`src/rtl/miriscv_pkg.sv`:
```
// Shared encodings for the miriscv load/store unit: access sizes, LSU FSM states, defaults.
package miriscv_pkg;

  localparam int unsigned XLEN = 32;
  localparam int unsigned MEM_LATENCY_DEFAULT = 1;

  localparam logic [2:0] LDST_B  = 3'd0;
  localparam logic [2:0] LDST_H  = 3'd1;
  localparam logic [2:0] LDST_W  = 3'd2;
  localparam logic [2:0] LDST_BU = 3'd4;
  localparam logic [2:0] LDST_HU = 3'd5;

  typedef enum logic [1:0] {
    LSU_IDLE = 2'd0,
    LSU_BUSY = 2'd1,
    LSU_DONE = 2'd2
  } lsu_state_e;

endpackage

```
`src/rtl/miriscv_lsu_chk.sv`:
```
// Combinational legality/alignment check and store-data masking for one LSU access.
// Alignment checking is compiled in only when MIRISCV_LSU_MISALIGN_CHECK_EN is defined.
module miriscv_lsu_chk
  import miriscv_pkg::*;
(
  input  logic [2:0]      size,
  input  logic            we,
  input  logic [1:0]      addr_lo,
  input  logic [XLEN-1:0] store_data,
  output logic            illegal,
  output logic            misaligned,
  output logic [3:0]      byte_mask,
  output logic [XLEN-1:0] store_data_masked
);

  // Unsigned sizes exist only for loads; codes 3, 6 and 7 are never legal.
  always_comb begin
    illegal = 1'b0;
    case (size)
      LDST_B, LDST_H, LDST_W: illegal = 1'b0;
      LDST_BU, LDST_HU:       illegal = we;
      default:                illegal = 1'b1;
    endcase
  end

`ifdef MIRISCV_LSU_MISALIGN_CHECK_EN
  always_comb begin
    misaligned = 1'b0;
    if ((size == LDST_H) || (size == LDST_HU))
      misaligned = addr_lo[0];
    else if (size == LDST_W)
      misaligned = (addr_lo != 2'b00);
  end
`else
  logic unused_addr_lo;
  assign unused_addr_lo = ^addr_lo;
  assign misaligned     = 1'b0;
`endif

  always_comb begin
    byte_mask = 4'b1111;
    case (size[1:0])
      2'd0:    byte_mask = 4'b0001;
      2'd1:    byte_mask = 4'b0011;
      default: byte_mask = 4'b1111;
    endcase
  end

  assign store_data_masked = store_data & {{8{byte_mask[3]}}, {8{byte_mask[2]}},
                                           {8{byte_mask[1]}}, {8{byte_mask[0]}}};

endmodule

```
`src/rtl/miriscv_lsu.sv`:
```
// Load/store unit: checks each access, drives the data-memory bus for MEM_LATENCY cycles and
// stalls the pipeline until the result is captured. Optional macro: MIRISCV_LSU_MISALIGN_CHECK_EN.
module miriscv_lsu
  import miriscv_pkg::*;
#(
  parameter int unsigned MEM_LATENCY = MEM_LATENCY_DEFAULT,
  parameter int unsigned CNT_W       = 4
) (
  input  logic            clk,
  input  logic            reset,
  input  logic            lsu_req_i,
  input  logic            lsu_we_i,
  input  logic [2:0]      lsu_size_i,
  input  logic [XLEN-1:0] lsu_addr_i,
  input  logic [XLEN-1:0] lsu_data_i,
  output logic [XLEN-1:0] lsu_data_o,
  output logic            lsu_exc_o,
  output logic            stall_req_o,
  output logic            mem_req_o,
  output logic            mem_we_o,
  output logic [2:0]      mem_size_o,
  output logic [XLEN-1:0] mem_addr_o,
  output logic [XLEN-1:0] mem_data_o,
  input  logic [XLEN-1:0] mem_data_i
);

  lsu_state_e       state, state_next;
  logic [CNT_W-1:0] cnt, cnt_next;
  logic             mem_req_next, mem_we_next;
  logic [2:0]       mem_size_next;
  logic [XLEN-1:0]  mem_addr_next, mem_data_next, lsu_data_next;

  logic             illegal, misaligned;
  logic [3:0]       unused_store_be;
  logic [XLEN-1:0]  store_data_masked;

  miriscv_lsu_chk u_chk (
    .size              (lsu_size_i),
    .we                (lsu_we_i),
    .addr_lo           (lsu_addr_i[1:0]),
    .store_data        (lsu_data_i),
    .illegal           (illegal),
    .misaligned        (misaligned),
    .byte_mask         (unused_store_be),
    .store_data_masked (store_data_masked)
  );

  // Next-state, bus register updates and the combinational stall/exception outputs.
  always_comb begin
    state_next    = state;
    cnt_next      = cnt;
    mem_req_next  = mem_req_o;
    mem_we_next   = mem_we_o;
    mem_size_next = mem_size_o;
    mem_addr_next = mem_addr_o;
    mem_data_next = mem_data_o;
    lsu_data_next = lsu_data_o;
    lsu_exc_o     = 1'b0;
    stall_req_o   = 1'b0;

    case (state)
      LSU_IDLE: begin
        if (lsu_req_i) begin
          if (illegal || misaligned) begin
            lsu_exc_o = 1'b1;
          end else begin
            stall_req_o   = 1'b1;
            mem_req_next  = 1'b1;
            mem_we_next   = lsu_we_i;
            mem_size_next = lsu_size_i;
            mem_addr_next = lsu_addr_i;
            mem_data_next = store_data_masked;
            cnt_next      = CNT_W'(MEM_LATENCY - 1);
            state_next    = LSU_BUSY;
          end
        end
      end
      LSU_BUSY: begin
        stall_req_o = 1'b1;
        if (cnt == '0) begin
          if (!mem_we_o)
            lsu_data_next = mem_data_i;
          mem_req_next = 1'b0;
          mem_we_next  = 1'b0;
          state_next   = LSU_DONE;
        end else begin
          cnt_next = cnt - CNT_W'(1);
        end
      end
      // The core retires here; its still-asserted request is the same instruction.
      LSU_DONE: state_next = LSU_IDLE;
      default:  state_next = LSU_IDLE;
    endcase
  end

  always_ff @(posedge clk or posedge reset) begin
    if (reset) begin
      state      <= LSU_IDLE;
      cnt        <= '0;
      mem_req_o  <= 1'b0;
      mem_we_o   <= 1'b0;
      mem_size_o <= 3'd0;
      mem_addr_o <= '0;
      mem_data_o <= '0;
      lsu_data_o <= '0;
    end else begin
      state      <= state_next;
      cnt        <= cnt_next;
      mem_req_o  <= mem_req_next;
      mem_we_o   <= mem_we_next;
      mem_size_o <= mem_size_next;
      mem_addr_o <= mem_addr_next;
      mem_data_o <= mem_data_next;
      lsu_data_o <= lsu_data_next;
    end
  end

endmodule

```
`config.mk`:
```
export PLATFORM = sky130hd
export DESIGN_NAME = miriscv_lsu
export DESIGN_NICKNAME = d
export VERILOG_FILES = /design/src/rtl/miriscv_pkg.sv /design/src/rtl/miriscv_lsu_chk.sv /design/src/rtl/miriscv_lsu.sv
export SDC_FILE = /design/constraint.sdc
export NUM_CORES = 1
export LEC_CHECK = 0
export BUFFER_PORTS_ARGS = -buffer_cell sky130_fd_sc_hd__buf_2
export CAP_MARGIN = 20
export CORE_ASPECT_RATIO = 0.6
export CORE_MARGIN = 2
export CORE_UTILIZATION = 47
export DETAILED_ROUTE_END_ITERATION = 8
export PLACE_DENSITY = 0.79
export REMOVE_ABC_BUFFERS = 1
export SLEW_MARGIN = 20
export SYNTH_ARGS = -nofsm -noshare
export SYNTH_HDL_FRONTEND = slang
export SYNTH_SLANG_ARGS = --single-unit
```
`constraint.sdc`:
```
create_clock -name clk -period 3.5 [get_ports clk]
set_clock_uncertainty 0.2 [all_clocks]
set_input_delay 0 -clock clk [delete_from_list [all_inputs] [get_ports clk]]
set_output_delay 0 -clock clk [all_outputs]
set_load 0.005 [all_outputs]
```
Word level (Yosys, flattened, before mapping)
Cells that the tools add are included.
- register bits: 107
- input port bits: 103
- word-level logic and storage cells: 57
- add/subtract/negate cells: 1
- eq/ne operators: 10
- mux-type cells: 23
- bitwise logic cells: 3
- reductions and logical operators: 12
- operators by type and width (cell ; number):
    $and 32x32->32 ; 1
    $pmux 4 s2 ; 2
    $mux 4 ; 3
    $mux 1 ; 10
    $reduce_and 3->1 ; 3
    $ne 2x2->1 const B ; 4
    $pmux 1 s2 ; 4
    $reduce_and 4->1 ; 2
    $eq 3x3->1 const B ; 2
    $mux 2 ; 3
    $eq 2x1->1 const B ; 2
    $logic_not 2->1 ; 2
    $logic_not 4->1 ; 1
    $pmux 2 s2 ; 1
    $sub 4x1->4 const B ; 1
    $eq 3x1->1 const B ; 1
    $eq 3x2->1 const B ; 1
    $logic_not 3->1 ; 1
    $reduce_or 3->1 ; 1
    $not 1->1 ; 2
    $reduce_bool 2->1 ; 1
    $reduce_or 2->1 ; 1

Longest topological paths before layout
- word-level depth: 6
- depth in mapped cells: 8

Hierarchy
A second synthesis with hierarchy kept.
- cell total of the unflattened synthesis: 296
- area, all modules: 4394.2 sq um
- by module, submodules not included (module ; instances ; cells each ; area each (sq um) ; seq. area each (sq um)):
    miriscv_lsu ; 1 ; 252 ; 4092.7 ; 2677.6
    miriscv_lsu_chk ; 1 ; 44 ; 301.5 ; 0.0

Least setup slack after synthesis
Ideal clock, no wire load.
- path type: reg2reg
- start point: register cnt[0]
- end point: register lsu_data_o[0]
- library setup time: 0.125 ns
- arrival: 2.022 ns
- data required time: 3.175 ns
- slack: 1.153 ns
- stages on the path, launching flop included: 9
- path through: dfrtp_1 > inv_1 > ha_1 > or3b_1 > buf_2 > or3_1 > buf_6 > buf_12 > mux2_4
- cells in the longest elaborated chain, start to end: 2
- ends and longest elaborated chain (element ; line ; RTL):
    from (decl) ; miriscv_lsu.sv:28 ; logic [CNT_W-1:0] cnt, cnt_next;
    from (signal assigned) ; miriscv_lsu.sv:108 ; cnt <= cnt_next;
    $logic_not 4->1 ; miriscv_lsu.sv:80 ; if (cnt == '0) begin
    $reduce_and 3->1 (no line) ; n/a ;
    to (signal assigned) ; miriscv_lsu.sv:114 ; lsu_data_o <= lsu_data_next;
    to (decl) ; miriscv_lsu.sv:16 ; output logic [XLEN-1:0] lsu_data_o,
Every way passes these cells.
A chain may end at the register's enable or synchronous reset.

Worst setup path in the final report
- start point: register cnt[0]
- end point: register lsu_data_o[13]
The elaborated chain is that of the path after synthesis.

==> results.ini <==
[status]
status = complete, no violations

[critical_path]
r2r-start = cnt[0]
cp.arrival_ns = 2.85
critical_path_class = reg2reg
worstSetupEndpointType = register
worstSetupStartpointType = register
critPathLaunch = cnt[0]
worstPathMaxFanout = 32
worst_ep_required_time_ns = 3.52

[clock_network]
cts_max_level = 3
cts_tree = built
clk_path_buf_depth = 2
post_cts_buffers = 0
clk_pin_slew_ns = 0.07
cts_buffers = 9
cts.sinks = 107
root_buffer = clkbuf_16
ctsResizeCount = 0
insertion_delay_ns = 0.34
cts_hold_buf = 117

[cells_and_area]
final_core_util = 0.761
nFillCells = 562
drive_above_1_share = 0.475
multi_input_area_um2 = 1600
syn2layout_area_growth_pct = 56.3
nets = 743
stdcell_count = 772
seq_area_um2 = 2680
antenna_cells = 0

[floorplanning]
fp.dieH_um = 79.9
die_x_um = 130
core_area_um2 = 9260
ios = 206
row_count = 27
start_util = 0.487
dieArea_um2 = 10400

[min_path]
hp-class = in2reg
hp-start = lsu_size_i[1]

[place]
port_buffers = 205
post-place-ws_ns = 0.668
dp_hpwl_mm = 7.83
dp_cells = 640
place.gp.congestion = 0.916

[synth]
synth-main-ff-cell = dfrtp_1
synth_cell_types = 38
ys_top_cells_by_area = dfrtp_1 59%, mux2_2 11%, mux2_4 10%, mux2i_1 5.8%, inv_1 2.4%
yosysSeqAreaShare = 0.594
syn-instance-count = 319
syn_area_um2 = 4510
syn_area_per_cell_um2 = 14.1
ys_seq_elements = 107
ys_warn_count = 0
yosys.area.top_type = dfrtp_1
synth_edf_count = 0
async_reset_ff_frac = 1.00
synth_top_area_frac = 0.594

[route]
first_iter_violations = 208
via_per_inst = 4.80
num_vias = 3708
drt_wl_total_mm = 13.4
antenna_left = 0
drcViolationCount = 0
wl_per_cell_um = 17.3
drtPass1Iterations = 4

[timing]
hold_viol_final = 0
period_share = 0.810
fin_ws_ns = 0.667
rsz0062_at_grt = false
max_freq_mhz = 353
setup_viol = 0
slew_headroom = 0.339
setup_tns_ns = 0
finalCriticalPeriod_ns = 2.83
maxSlewViolCount = 0
worst_pin_slew_ns = 0.992

[power_and_ir_drop]
power_density_nw_per_um2 = 753
ir_drop_mv = 0.420
p_leak_nw = 3.70
total_power_mw = 5.30

[grt]
grt_pass1_wl_mm = 21.2
grt_overflow = 0
grt_pass1_vias = 4118
track_usage = 0.269
antenna_found_initial = 0
grt_max_degree = 78

[job]
maxCapViolCount = 0

[logic make-up (layout without fill, tap and decap cells)]
family / Yosys count / after routing / share of synthesized area
adders and majority gates: 2 / 2 / 0.00555
and+or+nand+nor: 49 / 49 / 0.0539
DFF: 107 / 107 / 0.594
AOI/OAI and AO/OA: 14 / 14 / 0.0244
buffers and inverters: 46 / 369 / 0.0519
muxes: 101 / 101 / 0.270
[final cells by class]
type / count / area share
timing repair buffer: 325 / 0.315
inverter: 29 / 0.0158
multi-input combinational: 166 / 0.227
tap: 130 / 0.0231
sequential: 107 / 0.380
clock buffer: 10 / 0.0339
clock inverter: 5 / 0.00533
[placed cells by master (no fill, tap or decap), types with 2 or more instances in the layout]
cell type / n
clkinvlp_4: 2
nand2b_1: 2
nor3_1: 2
mux2i_1: 26
and2_1: 2
ha_1: 2
dlygate4sd3_1: 117
nor2_1: 4
buf_4: 3
buf_2: 205
dfrtp_1: 107
mux2_2: 45
inv_1: 28
clkbuf_16: 9
a221o_1: 2
o21ai_0: 2
a31o_2: 2
mux2_4: 30
nand2_1: 28
[worst paths after layout]
check / slack [ns] / to / depth (start not counted)
setup / recovery: 0.67 / lsu_data_o[13] / 5
hold reg to reg: 0.30 / mem_addr_o[5] / 1
min in group asynchronous: 0.22 / mem_addr_o[6] / 3
hold / removal: 0.06 / mem_size_o[1] / 2
setup reg to reg: 0.67 / lsu_data_o[13] / 5
max in group asynchronous: 1.93 / lsu_data_o[26] / 4
[flip-flops by register name, indices dropped and copies added, names as in the netlist]
| register | count |
|---|---|
| lsu_data_o | 32 |
| mem_addr_o | 32 |
| mem_data_o | 32 |
| cnt | 4 |
| mem_size_o | 3 |
| state | 2 |
| mem_req_o | 1 |
| mem_we_o | 1 |
[critical path, stage by stage, from the launching register on]
cell	delay, ns
dfrtp_1	0.42
inv_1	0.11
ha_1	0.19
or3b_1	0.44
or3_2	0.91
mux2_4	0.45
[Yosys cell counts (2+ instances only)]
cell / n
nor2_1: 4
nand2b_1: 2
buf_12: 3
buf_2: 4
mux2_2: 45
a31o_2: 2
ha_1: 2
buf_1: 3
nor3_1: 2
clkbuf_1: 6
nand2_1: 28
mux2_4: 30
inv_1: 29
a221o_1: 2
mux2i_1: 26
and2_1: 2
dfrtp_1: 107
o21ai_0: 2
[power breakdown]
group / internal (mW) / switching, mW / leakage, nW
clock network: 0.501 / 0.438 / 0.131
logic: 1.25 / 0.851 / 2.28
registers: 1.85 / 0.414 / 1.28
[layer usage]
metal  vias to the layer above  global-route usage  share of wire
li1                       1724                   -              -
met1                      1781               0.309           0.40
met2                       170               0.475           0.50
met3                        33              0.0804          0.071
met4                         0               0.107          0.029
met5                         -                   0              0
[through the flow]
step           hold WS [ns]  instance area, um^2
2_1_floorplan       -0.0682                 4380
3_3_place_gp         0.0306                 5600
3_5_place_dp         0.0351                 5600
4_1_cts              0.0506                 7040
5_1_grt              0.0684                 7040
6_report             0.0625                 7040
Note: power is estimated with default switching activity, not from simulation.
